<file path="src/rtl/intr_ctrl_if.sv">
// CPU-side port bundle for intr_ctrl: register access, read data and the
// interrupt request/acknowledge handshake.
interface intr_ctrl_if;
  logic [15:0] port_id;
  logic [15:0] out_port;
  logic        write_strobe;
  logic        read_strobe;
  logic        interrupt_ack;
  logic [15:0] data_out;
  logic        interrupt;
  logic        in_service;

  modport master (
    output port_id, out_port, write_strobe, read_strobe, interrupt_ack,
    input  data_out, interrupt, in_service
  );

  modport slave (
    input  port_id, out_port, write_strobe, read_strobe, interrupt_ack,
    output data_out, interrupt, in_service
  );
endinterface

</file>
<file path="src/rtl/intr_ctrl.sv">
// Prioritised interrupt controller: synchronised edge/level sources, MASK /
// PENDING / STATUS / EOI registers and an IDLE -> REQ -> SERVICE handshake.
module intr_ctrl #(
  parameter int unsigned        NUM_SRC     = 8,
  parameter logic [15:0]        BASE_ADDR   = 16'h0040,
  parameter logic [NUM_SRC-1:0] EDGE_SRC    = '1,
  parameter int unsigned        ACK_TIMEOUT = 256
) (
  input  logic               clk,
  input  logic               rst_n,
  input  logic [NUM_SRC-1:0] irq_in,
  intr_ctrl_if.slave         bus
);

  typedef enum logic [1:0] {S_IDLE, S_REQ, S_SERVICE} state_e;

  localparam logic [15:0] CNT_LAST = 16'(ACK_TIMEOUT - 1);

  logic [NUM_SRC-1:0] sync1, sync2, sync2_d;
  logic [NUM_SRC-1:0] mask_q, pend_q;
  logic [NUM_SRC-1:0] pending, active, rise, first_oh, w1c, ack_clr;
  logic [3:0]         first_idx, vector_q;
  logic               valid_q, timeout_q, interrupt_q, ack_take;
  logic [15:0]        cnt, rdata;
  state_e             state;

  wire sel_mask = (bus.port_id == BASE_ADDR);
  wire sel_pend = (bus.port_id == BASE_ADDR + 16'd1);
  wire sel_stat = (bus.port_id == BASE_ADDR + 16'd2);
  wire sel_eoi  = (bus.port_id == BASE_ADDR + 16'd3);
  wire wr_mask  = bus.write_strobe & sel_mask;
  wire wr_pend  = bus.write_strobe & sel_pend;
  wire wr_eoi   = bus.write_strobe & sel_eoi;

  // Level sources bypass the pending flop and show the synchronised input.
  assign pending  = (pend_q & EDGE_SRC) | (sync2 & ~EDGE_SRC);
  assign active   = pending & mask_q;
  assign rise     = sync2 & ~sync2_d & EDGE_SRC;
  assign first_oh = active & (-active);
  assign ack_take = (state == S_REQ) & bus.interrupt_ack & (|active);
  assign w1c      = wr_pend ? bus.out_port[NUM_SRC-1:0] : '0;
  assign ack_clr  = ack_take ? first_oh : '0;

  always_comb begin
    // NOTE: default first so no path through the loop leaves first_idx unassigned (no latch).
    first_idx = '0;
    for (int i = NUM_SRC - 1; i >= 0; i--) begin
      if (active[i]) first_idx = 4'(i);
    end
  end

  always_comb begin
    rdata = '0;
    if (sel_mask)      rdata = 16'(mask_q);
    else if (sel_pend) rdata = 16'(pending);
    else if (sel_stat) rdata = {valid_q, timeout_q, 10'b0, vector_q};
  end

  assign bus.data_out   = rdata;
  assign bus.interrupt  = interrupt_q;
  assign bus.in_service = (state == S_SERVICE);

  // NOTE: sequential state uses <= so every flop samples pre-edge values regardless of statement order.
  always_ff @(posedge clk or negedge rst_n) begin
    if (!rst_n) begin
      sync1   <= '0;
      sync2   <= '0;
      sync2_d <= '0;
    end else begin
      sync1   <= irq_in;
      sync2   <= sync1;
      sync2_d <= sync2;
    end
  end

  // A new rise beats a same-cycle W1C or acknowledge clear.
  always_ff @(posedge clk or negedge rst_n) begin
    if (!rst_n) begin
      mask_q <= '0;
      pend_q <= '0;
    end else begin
      if (wr_mask) mask_q <= bus.out_port[NUM_SRC-1:0];
      pend_q <= ((pend_q & ~(w1c | ack_clr)) | rise) & EDGE_SRC;
    end
  end

  always_ff @(posedge clk or negedge rst_n) begin
    if (!rst_n) begin
      state       <= S_IDLE;
      interrupt_q <= 1'b0;
      cnt         <= '0;
      vector_q    <= '0;
      valid_q     <= 1'b0;
      timeout_q   <= 1'b0;
    end else begin
      if (wr_eoi) timeout_q <= 1'b0;
      case (state)
        S_IDLE: begin
          if (|active) begin
            state       <= S_REQ;
            interrupt_q <= 1'b1;
            cnt         <= '0;
          end
        end
        S_REQ: begin
          if (ack_take) begin
            vector_q    <= first_idx;
            valid_q     <= 1'b1;
            interrupt_q <= 1'b0;
            state       <= S_SERVICE;
          end else if (!(|active)) begin
            interrupt_q <= 1'b0;
            state       <= S_IDLE;
          end else if (!interrupt_q) begin
            // One-cycle gap after a timeout: re-raise with a fresh count.
            interrupt_q <= 1'b1;
            cnt         <= '0;
          end else if (cnt == CNT_LAST) begin
            interrupt_q <= 1'b0;
            timeout_q   <= 1'b1;
          end else begin
            cnt <= cnt + 16'd1;
          end
        end
        S_SERVICE: begin
          if (wr_eoi) begin
            state   <= S_IDLE;
            valid_q <= 1'b0;
          end
        end
        default: state <= S_IDLE;
      endcase
    end
  end

  // Read strobe has no side effects; upper write-data bits are don't-care.
  logic unused_ok;
  assign unused_ok = ^{bus.read_strobe, bus.out_port};

endmodule
</file>
<file path="src/flat_wrapper.sv">
// flat-port wrapper written by rule: the top's interface ports become plain ports
module intr_ctrl_flat 
#(
  parameter int unsigned        NUM_SRC     = 8,
  parameter logic [15:0]        BASE_ADDR   = 16'h0040,
  parameter logic [NUM_SRC-1:0] EDGE_SRC    = '1,
  parameter int unsigned        ACK_TIMEOUT = 256
)
  (clk, rst_n, irq_in, bus_port_id, bus_out_port, bus_write_strobe, bus_read_strobe, bus_interrupt_ack, bus_data_out, bus_interrupt, bus_in_service);
  intr_ctrl_if bus_i ();
  input  logic clk;
  input  logic rst_n;
  input  logic [NUM_SRC-1:0] irq_in;
  input wire logic [$bits(bus_i.port_id)-1:0] bus_port_id;
  input wire logic [$bits(bus_i.out_port)-1:0] bus_out_port;
  input wire logic [$bits(bus_i.write_strobe)-1:0] bus_write_strobe;
  input wire logic [$bits(bus_i.read_strobe)-1:0] bus_read_strobe;
  input wire logic [$bits(bus_i.interrupt_ack)-1:0] bus_interrupt_ack;
  output wire logic [$bits(bus_i.data_out)-1:0] bus_data_out;
  output wire logic [$bits(bus_i.interrupt)-1:0] bus_interrupt;
  output wire logic [$bits(bus_i.in_service)-1:0] bus_in_service;
  assign bus_i.port_id = bus_port_id;
  assign bus_i.out_port = bus_out_port;
  assign bus_i.write_strobe = bus_write_strobe;
  assign bus_i.read_strobe = bus_read_strobe;
  assign bus_i.interrupt_ack = bus_interrupt_ack;
  assign bus_data_out = bus_i.data_out;
  assign bus_interrupt = bus_i.interrupt;
  assign bus_in_service = bus_i.in_service;
  intr_ctrl #(.NUM_SRC(NUM_SRC), .BASE_ADDR(BASE_ADDR), .EDGE_SRC(EDGE_SRC), .ACK_TIMEOUT(ACK_TIMEOUT)) u_core (.clk(clk), .rst_n(rst_n), .irq_in(irq_in), .bus(bus_i));
endmodule
</file>
<file path="config.mk">
export PLATFORM = sky130hd
export DESIGN_NAME = intr_ctrl_flat
export DESIGN_NICKNAME = d
export VERILOG_FILES = /design/src/rtl/intr_ctrl_if.sv /design/src/rtl/intr_ctrl.sv /design/src/flat_wrapper.sv
export SDC_FILE = /design/constraint.sdc
export NUM_CORES = 1
export LEC_CHECK = 0
export CORE_MARGIN = 2
export CORE_UTILIZATION = 40
export DETAILED_ROUTE_END_ITERATION = 8
export SLEW_MARGIN = 20
export SYNTH_ARGS = -nofsm -noshare
export SYNTH_HDL_FRONTEND = slang
export SYNTH_SLANG_ARGS = --single-unit
</file>
<file path="constraint.sdc">
create_clock -name clk -period 2.3 [get_ports clk]
set_input_delay 0.46 -clock clk [delete_from_list [all_inputs] [get_ports clk]]
set_output_delay 0.46 -clock clk [all_outputs]
set_load 0.01 [all_outputs]
</file>
# Yosys cells after proc, flatten, opt, wreduce, memory -nomap -nowiden
# Cells that the tools add are included.
[classes] addsub=2 n_mux=39 n_eq_ne=14 bitwise_logic=13 n_reduce_logical=9
[ops] cell="2-to-1 mux 16 bit" count=8
[ops] cell="== test 16 x 7 -> 1 bit (second input constant)" count=4
[ops] cell="AND 8 bit" count=4
[ops] cell="one-hot mux 16 bit (2 select lines)" count=1
[ops] cell="2-to-1 mux 4 bit" count=7
[ops] cell="adder 16 x 1 -> 16 bit (second input constant)" count=1
[ops] cell="== test 16 x 8 -> 1 bit (second input constant)" count=1
[ops] cell="2-to-1 mux 8 bit" count=2
[ops] cell="NOT 8 bit" count=2
[ops] cell="OR 8 bit" count=2
[ops] cell="2-to-1 mux 1 bit" count=13
[ops] cell="2-to-1 mux 2 bit" count=4
[ops] cell="negator 8 bit" count=1
[ops] cell="OR reduction 8 bit" count=1
[ops] cell="!= test 2 x 1 -> 1 bit (second input constant)" count=3
[ops] cell="one-hot mux 2 bit (3 select lines)" count=1
[ops] cell="AND reduction 3 bit" count=2
[ops] cell="AND 1 bit" count=5
[ops] cell="AND reduction 5 bit" count=1
[ops] cell="!= test 2 bit (second input constant)" count=2
[ops] cell="one-hot mux 1 bit (2 select lines)" count=2
[ops] cell="AND reduction 2 bit" count=2
[ops] cell="nonzero test 2 bit" count=2
[ops] cell="2-to-1 mux 3 bit" count=1
[ops] cell="other kinds (5)" count=5
[word_totals] output_inout_bits=18 wordCells=88 register_bits=65 in_bits=45

# Depth between registers and ports, before layout
# Gate-level depths: netlist of the first run.
[depth] word_depth=9 ltp_mapped=8 ltp_nobuf=7

# Worst setup path after synthesis of the first run
# Ideal clock, no wire load.
[synth_timing] kind="in2out" start="in bus_port_id[8]" end="out bus_data_out[0]" arrival_time_ns=1.672 required_time_ns=1.840 slack_ns=0.168 stages=5 n_path_buf=1 path_cell_list="nor4b_1 > nand4_1 > nand2b_1 > clkbuf_1 > o21ai_0"
[synth_between] elab_chain_cells=4 word_cells_on_any_way=6 classes_between="eq/ne (3); mux (3)"
[synth_lines] item="start, declared" line="flat_wrapper.sv:14" text="input wire logic [$bits(bus_i.port_id)-1:0] bus_port_id;"
[synth_lines] item="== test 16 x 7 -> 1 bit" line="intr_ctrl.sv:29" text="wire sel_stat = (bus.port_id == BASE_ADDR + 16'd2);"
[synth_lines] item="2-to-1 mux 16 bit" line="intr_ctrl.sv:56" text="else if (sel_stat) rdata = {valid_q, timeout_q, 10'b0, vector_q};"
[synth_lines] item="2-to-1 mux 16 bit" line="intr_ctrl.sv:55" text="else if (sel_pend) rdata = 16'(pending);"
[synth_lines] item="2-to-1 mux 16 bit *" line="intr_ctrl.sv:54" text="if (sel_mask) rdata = 16'(mask_q);"
[synth_lines] item="end, declared" line="flat_wrapper.sv:19" text="output wire logic [$bits(bus_i.data_out)-1:0] bus_data_out;"
# Mark *: on every way between the ends. The rest lies on a longest branch, timed or not.

# Final worst setup path of the first run
[layout_timing] start="in bus_port_id[6]" end="reg u_core.mask_q[3]"
[layout_between] elab_chain_cells=2
[layout_lines] item="== test 16 x 7 -> 1 bit" line="intr_ctrl.sv:27" text="wire sel_mask = (bus.port_id == BASE_ADDR);"
[layout_lines] item="AND 1 bit" line="intr_ctrl.sv:31" text="wire wr_mask = bus.write_strobe & sel_mask;"
[layout_lines] item="end signal, assigned" line="intr_ctrl.sv:82" text="if (wr_mask) mask_q <= bus.out_port[NUM_SRC-1:0];"
[layout_lines] item="end, declared" line="intr_ctrl.sv:20" text="logic [NUM_SRC-1:0] mask_q, pend_q;"
# No other way between the ends.
# A chain may end at the register's enable or synchronous reset.

==> insert_results.sql, run 1 <==
INSERT INTO impl_metrics (metric_group, metric, value, unit) VALUES
('grt', 'grt_start_max_net_pins', '65', ''),
('power', 'pwr_density_cell', '579', 'nW/um^2'),
('power', 'p_switching', '0.571', 'mW'),
('die', 'rows', '31', ''),
('power', 'power_leakage', '1.80', 'nW'),
('grt', 'globalRouteOverflowTotal', '0', ''),
('route', 'drc', '0', ''),
('finish', 'syn2layout_area_growth', '30.6', '%'),
('die', 'initial_core_utilization', '41.9', '%'),
('critical_path', 'timing.critical_path.to_type', 'flip-flop', ''),
('route', 'detail-route-antenna-nets', '0', ''),
('route', 'drt-pass1-iter-count', '5', ''),
('timing', 'worst_clock_skew', '0.00761', 'ns'),
('critical_path', 'critPathRequiredTime', '2.54', 'ns'),
('timing', 'grt_setup_unrepaired', 'yes', ''),
('critical_path', 'arrival', '2.46', 'ns'),
('cts', 'insertion_delay', '0.35', 'ns'),
('finish', 'final_core_utilization', '54.7', '%'),
('hold_path', 'min_path_type', 'in2async', ''),
('timing', 'hold_viol', '0', ''),
('cts', 'cts-buffers-inserted', '9', ''),
('placement', 'place_hpwl', '4800', 'um'),
('grt', 'track_usage', '17.8', '%'),
('route', 'drt_iter0_drc', '109', ''),
('yosys', 'post_synth.cell_area_avg', '10.6', 'sq um'),
('yosys', 'synth_top_cells_by_area', 'dfrtp_1, o21ai_0, nand2_1, mux2_2, mux2i_1', ''),
('timing', 'max_slew.worst_pin.slew', '0.508', 'ns'),
('power', 'ir_worst_vdd', '0.000414', 'V'),
('critical_path', 'crit_chain', 'dlygate4sd2_1 -> nor4b_4 -> buf_4 -> buf_4 -> buf_4 -> buf_4 -> buf_4 -> buf_4 -> buf_4 -> buf_4 -> nand4_1 -> nor3b_2 -> buf_6 -> mux2_2', ''),
('critical_path', 'worst-path-max-fanout', '8', ''),
('cts', 'clockRootBuffer', 'clkbuf_8', ''),
('power', 'combPwrFrac', '7.0', '%'),
('yosys', 'syn_inst', '290', ''),
('critical_path', 'timing.setup.critical_path_class', 'in2reg', ''),
('route', 'detailroute.via_count', '2521', ''),
('cts', 'holdBufCountCts', '0', ''),
('power', 'power_frac_clock', '42.6', '%'),
('timing', 'fmaxAchievable', '450', 'MHz'),
('timing', 'timing.slew.headroom', '65.7', '%'),
('timing', 'maxSlewViolCount', '0', ''),
('grt', 'grt_pass1_vias', '2489', ''),
('cts', 'cts_tree', 'done', ''),
('timing', 'tns', '0', 'ns'),
('critical_path', 'rr_startpoint', 'u_core.mask_q[5]$_DFFE_PN0P_', ''),
('timing', 'setup_ws', '0.0801', 'ns'),
('power', 'p_seq_share', '50.4', '%'),
('yosys', 'synth_area_leader_cell', 'dfrtp_1', ''),
('run_status', 'status', 'finished clean', ''),
('grt', 'grt_pass1_wl', '11800', 'um'),
('yosys', 'synth.most_common_cell', 'dfrtp_1', ''),
('die', 'die_y', '91.6', 'um'),
('yosys', 'syn_area', '3070', 'sq um'),
('yosys', 'most_used_flip_flop_cell_after_synthesis', 'dfrtp_1', ''),
('die', 'core', '7330', 'sq um'),
('cts', 'max-clock-path-buffers', '2', ''),
('yosys', 'netlist.area_leader.share', '52.2', '%'),
('cts', 'cts-htree-levels', '3', ''),
('cts', 'path_clk_slew', '0.08', 'ns'),
('timing', 'final.period_utilization', '96.5', '%'),
('critical_path', 'critical_path.slowest_cell', 'mux2_2', ''),
('placement', 'post-place-ws', '-0.752', 'ns'),
('critical_path', 'worst-r2r-cell-count', '5', ''),
('timing', 'fin_crit', '2.22', 'ns'),
('finish', 'final_net_count', '419', ''),
('yosys', 'netlist_top_cells_count', 'dfrtp_1, nand2_1, o21ai_0, inv_1, nor2_1', ''),
('yosys', 'post_synth_edffs', '0', ''),
('yosys', 'synthesis.yosys.warnings', '0', ''),
('placement', 'final_wtd_congestion', '0.821', ''),
('power', 'power', '2.32', 'mW'),
('die', 'die_width', '91.6', 'um'),
('finish', 'layout.filler_cells', '680', '');
## how the worst min path moves through the flow
stage / cells past startpoint / slack, ns / start / to
finish: 2 / 0.11 / rst_n / u_core.mask_q[0]$_DFFE_PN0P_
global route: 2 / 0.14 / rst_n / u_core.cnt[3]$_DFFE_PN0P_
floorplan: 0 / 0.16 / rst_n / u_core.bus.interrupt$_DFFE_PN0P_
global placement: 0 / 0.33 / u_core.sync1[4]$_DFF_PN0_ / u_core.sync2[4]$_DFF_PN0_
CTS: 2 / 0.12 / rst_n / u_core.cnt[4]$_DFFE_PN0P_
detailed placement: 0 / 0.33 / u_core.sync1[7]$_DFF_PN0_ / u_core.sync2[7]$_DFF_PN0_
## logic make-up (layout without fill, tap and decap cells)
| group | count (synthesis) | count (layout) | synth area share [%] |
|---|---|---|---|
| multiplexers | 17 | 17 | 6.04 |
| other | 1 | 6 | 0.122 |
| buffers and inverters | 29 | 109 | 5.02 |
| flip-flops | 64 | 64 | 52.2 |
| AO/OA/AOI/OAI | 79 | 79 | 18.5 |
| AND/OR/NAND/NOR | 96 | 96 | 16.5 |
| adder cells (fa/ha/maj) | 4 | 4 | 1.63 |
## worst max-delay path: cells and delay by family
family / cells / cell delay [ns]
mux: 1 / 0.34
simple gates: 3 / 0.52
buf+inv: 10 / 1.15
## stage by stage
stage	hold WS [ns]	instances	instance area, sq um
3_3_place_gp	0.332	450	3760
6_report	0.106	474	4010
3_5_place_dp	0.335	450	3760
5_1_grt	0.140	474	4010
2_1_floorplan	0.164	295	3090
4_1_cts	0.122	474	4020
## cell type report
cell class	instances	area, sq um	share of cell area [%]
Sequential cell	64	1600	40.0
Multi-Input combinational cell	202	1400	34.8
Timing Repair Buffer	78	629	15.7
Clock buffer	9	124	3.09
Tap cell	99	124	3.09
Clock inverter	7	77.6	1.94
Inverter	15	56.3	1.40
## layer usage
layer	part of all wire (%)	global-route usage, %
met1	48	24.2
met3	5.4	4.15
met5	0	0
met2	45	26.7
met4	1.9	8.71
## cells in the final DEF, fill, tap and decap left out, types with 5 or more instances in the layout
cell type | Yosys | final
dlygate4sd2_1 | 0 | 5
o21ai_0 | 24 | 23
clkdlybuf4s50_1 | 0 | 22
o31ai_1 | 9 | 9
nand3_1 | 11 | 11
conb_1 | 1 | 6
clkbuf_2 | 0 | 7
a21oi_1 | 5 | 5
inv_1 | 15 | 15
dfrtp_1 | 64 | 64
clkbuf_8 | 0 | 9
buf_4 | 8 | 28
a22o_1 | 8 | 8
nor2_1 | 15 | 15
nand4_1 | 7 | 7
nand2_1 | 31 | 31
mux2_2 | 8 | 8
a32o_1 | 7 | 7
mux2i_1 | 8 | 8
buf_2 | 0 | 11
## state kept, by name, indices dropped and copies added (netlist names), 2 cells and up
| signal | flops |
|---|---|
| u_core.cnt | 16 |
| u_core.mask_q | 8 |
| u_core.pend_q | 8 |
| u_core.sync1 | 8 |
| u_core.sync2 | 8 |
| u_core.sync2_d | 8 |
| u_core.vector_q | 3 |
| u_core.state | 2 |
## power by group through the flow
stage                     sequential (mW)  combinational [mW]  clock, mW
after global placement               1.19               0.159          0
after global routing                 1.17               0.184       1.07
final                                1.17               0.163      0.988
after detailed placement             1.19               0.162          0
after CTS                            1.17               0.166       1.02
after floorplan                      1.19              0.0613          0
## timing repair
action,4_1_cts,5_1_grt
pin swaps,7,6
setup buffers,8,1
gates cloned,0,0
setup endpoints to repair,10,18
gates resized for setup,73,16
Note: power is estimated with default switching activity, not from simulation.
==> inputs of run 2 (changes only) <==
- CTS_BUF_LIST: unset -> sky130_fd_sc_hd__clkbuf_4 sky130_fd_sc_hd__clkbuf_8
- PLACE_DENSITY: unset -> 0.74
- TNS_END_PERCENT: unset -> 20
==> run 2 against run 1 <==
Cell count shrank 1.9%. Critical path depth down 6. Worst hold slack better by 0.012 ns. Clock skew grew 0.0031 ns. First-iteration DRC count increased by 0.92%. Routed wire length decreased by 1.2%. Setup slack worse by 0.0081 ns. Largest power group unchanged. Count of clock-buffer cells in the layout unchanged. Sequential power barely moved. Clock power rose by 11%. Power up 4.7%. Sequential cell count stayed put.
==> insert_results.sql, run 2 (synthesis results as in run 1) <==
INSERT INTO impl_metrics (metric_group, metric, value, unit) VALUES
('grt', 'number_of_antenna_violations_at_the_first_check_in_global_routing', '0', ''),
('timing', 'worst_clock_skew', '0.0107', 'ns'),
('timing', 'hold_viol', '0', ''),
('placement', 'final_wtd_congestion', '0.808', ''),
('timing', 'report.final.setup_viol', '0', ''),
('power', 'power_leakage', '1.76', 'nW'),
('critical_path', 'arrival', '1.77', 'ns'),
('finish', 'layout_cell_share_with_drive_strength_beyond_1', '23.2', '%'),
('route', 'vias_per_cell', '5.36', ''),
('finish', 'syn2layout_area_growth', '30.0', '%'),
('critical_path', 'timing.critical_path.to_type', 'output port', ''),
('die', 'die_width', '91.6', 'um'),
('finish', 'largest_reg_flops', '16', ''),
('grt', 'globalRouteOverflowTotal', '0', ''),
('cts', 'max-clock-path-buffers', '2', ''),
('power', 'p_seq_share', '48.1', '%'),
('die', 'die-area', '8390', 'sq um'),
('cts', 'cts-htree-levels', '3', ''),
('grt', 'grt_pass1_vias', '2477', ''),
('grt', 'track_usage', '17.5', '%'),
('critical_path', 'top_family_by_delay_on_critical_path', 'simple AND/OR/NAND/NOR gates', ''),
('timing', 'max_slew.worst_pin.slew', '0.670', 'ns'),
('timing', 'fin_crit', '2.23', 'ns'),
('critical_path', 'critical_path.slowest_cell', 'nor4_4', ''),
('finish', 'final_net_count', '410', ''),
('critical_path', 'worst-path-max-fanout', '6', ''),
('critical_path', 'cp_slowest_stage_delay', '0.29', 'ns'),
('die', 'num_io_pins', '63', ''),
('critical_path', 'critPathBufInv', '4', ''),
('critical_path', 'critPathRequiredTime', '1.84', 'ns'),
('die', 'rows', '31', ''),
('placement', 'dp.cells', '447', ''),
('placement', 'post-place-ws', '-0.715', 'ns'),
('timing', 'maxSlewViolCount', '0', ''),
('cts', 'cts-buffers-inserted', '9', ''),
('die', 'die_y', '91.6', 'um'),
('placement', 'place_hpwl', '4820', 'um'),
('finish', 'layout_commonest_cell', 'dfrtp_1', ''),
('route', 'detail-route-antenna-nets', '0', ''),
('route', 'detailroute.via_count', '2492', ''),
('critical_path', 'timing.setup.critical_path_class', 'in2out', ''),
('timing', 'grt_setup_unrepaired', 'no', ''),
('power', 'power_frac_clock', '45.2', '%'),
('cts', 'clock_sink_count', '64', ''),
('power', 'pwr_density_cell', '609', 'nW/um^2'),
('timing', 'final.period_utilization', '96.9', '%'),
('power', 'ir_worst_vdd', '0.000398', 'V'),
('route', 'drt_iter0_drc', '110', ''),
('cts', 'clockRootBuffer', 'clkbuf_8', ''),
('placement', 'port-buffer-count', '47', ''),
('power', 'combPwrFrac', '6.6', '%'),
('die', 'core', '7330', 'sq um'),
('timing', 'setup_ws', '0.0721', 'ns'),
('cts', 'insertion_delay', '0.36', 'ns'),
('cts', 'path_clk_slew', '0.07', 'ns'),
('route', 'route.final.wire_length', '6830', 'um'),
('finish', 'layout.filler_cells', '617', ''),
('power', 'internal_power', '1.86', 'mW'),
('grt', 'grt_start_max_net_pins', '65', ''),
('job', 'max_cap_violations', '0', ''),
('cts', 'cts_tree', 'done', ''),
('power', 'p_switching', '0.569', 'mW'),
('timing', 'fmaxAchievable', '449', 'MHz'),
('die', 'initial_core_utilization', '41.9', '%'),
('finish', 'final_core_utilization', '54.4', '%'),
('finish', 'top_register', 'u_core.cnt', ''),
('critical_path', 'crit_chain', 'clkbuf_2 -> nor4_4 -> nand4_1 -> buf_4 -> nand2b_4 -> buf_6 -> nor2_2 -> buf_2', ''),
('grt', 'grt_pass1_wl', '11600', 'um'),
('route', 'drt-pass1-iter-count', '4', ''),
('finish', 'most-common-layout-cells', 'dfrtp_1, nand2_1, clkdlybuf4s50_1', ''),
('route', 'drc', '0', ''),
('route', 'avgRoutedWirePerCell', '14.7', 'um'),
('critical_path', 'setup.worst_path.start_class', 'input port', ''),
('timing', 'timing.slew.headroom', '54.8', '%'),
('power', 'power_switching_share', '23.5', '%'),
('finish', 'stdcell_count', '465', ''),
('finish', 'antenna_cells', '0', ''),
('hold_path', 'min_path_type', 'in2async', ''),
('run_status', 'status', 'finished clean', '');
-- run 2: changes by cell type in the layout (fill, tap and decap cells not counted), sizes merged --
cell / change
dlygate4sd2: -3
buf: -11
clkdlybuf4s15: +5
clkinv: -1
bufinv: +1
-- run 2: through the flow --
| step | TNS, ns | area (sq um) | hold slack [ns] | total power, mW |
|---|---|---|---|---|
| 2_1_floorplan | 0 | 3090 | 0.164 | 1.25 |
| 3_5_place_dp | -8.23 | 3740 | 0.346 | 1.35 |
| 3_3_place_gp | -6.94 | 3740 | 0.332 | 1.35 |
| 6_report | 0 | 3990 | 0.117 | 2.43 |
| 4_1_cts | 0 | 4000 | 0.114 | 2.46 |
| 5_1_grt | 0 | 3990 | 0.137 | 2.53 |
-- run 2: final timing paths --
kind	from	end	slack (ns)	cells past startpoint
max	bus_port_id[3]	bus_data_out[7]	0.07	8
min	rst_n	u_core.cnt[7]$_DFFE_PN0P_	0.12	2
max reg2reg	u_core.mask_q[5]$_DFFE_PN0P_	u_core.cnt[2]$_DFFE_PN0P_	0.20	5
min reg2reg	u_core.sync1[3]$_DFF_PN0_	u_core.sync2[3]$_DFF_PN0_	0.36	0
max in group asynchronous	rst_n	u_core.sync2_d[3]$_DFF_PN0_	1.92	2
min in group clk	u_core.sync1[3]$_DFF_PN0_	u_core.sync2[3]$_DFF_PN0_	0.36	0
-- run 2: layer usage --
layer	up-vias	share of wire, %	GRT usage (%)
met5	-	0	0
met4	0	2.3	9.22
met3	15	4.5	4.07
met2	60	47	26.3
met1	1215	46	23.5
li1	1202	-	-
-- run 2: repair_timing --
action / in CTS / in global routing
setup buffers: 3 / 1
resized for setup: 75 / 22
pin swaps: 9 / 5
setup endpoints to repair: 10 / 10
hold buffers: 0 / 0
-- run 2: power by group through the flow --
| stage | clock [mW] | sequential [mW] | combinational, mW |
|---|---|---|---|
| floorplan | 0 | 1.19 | 0.0613 |
| global placement | 0 | 1.19 | 0.157 |
| detailed placement | 0 | 1.19 | 0.160 |
| CTS | 1.13 | 1.17 | 0.162 |
| global route | 1.18 | 1.17 | 0.180 |
| finish | 1.10 | 1.17 | 0.161 |
-- run 2: final cells by class --
type                            count  area, sq um  area share, %
Tap cell                           99          124           3.11
Timing Repair Buffer               69          573           14.4
Clock inverter                      7          103           2.57
Multi-Input combinational cell    202         1410           35.3
Clock buffer                        9          124           3.11
Sequential cell                    64         1600           40.2
Inverter                           15         56.3           1.41
-- run 2: worst register-to-register path, cell delays in order, from the launching register on --
cell	delay [ns]
dfrtp_1	0.44
a22o_4	0.31
o41ai_1	0.67
a21o_1	0.18
or2_2	0.24
o21ai_0	0.14
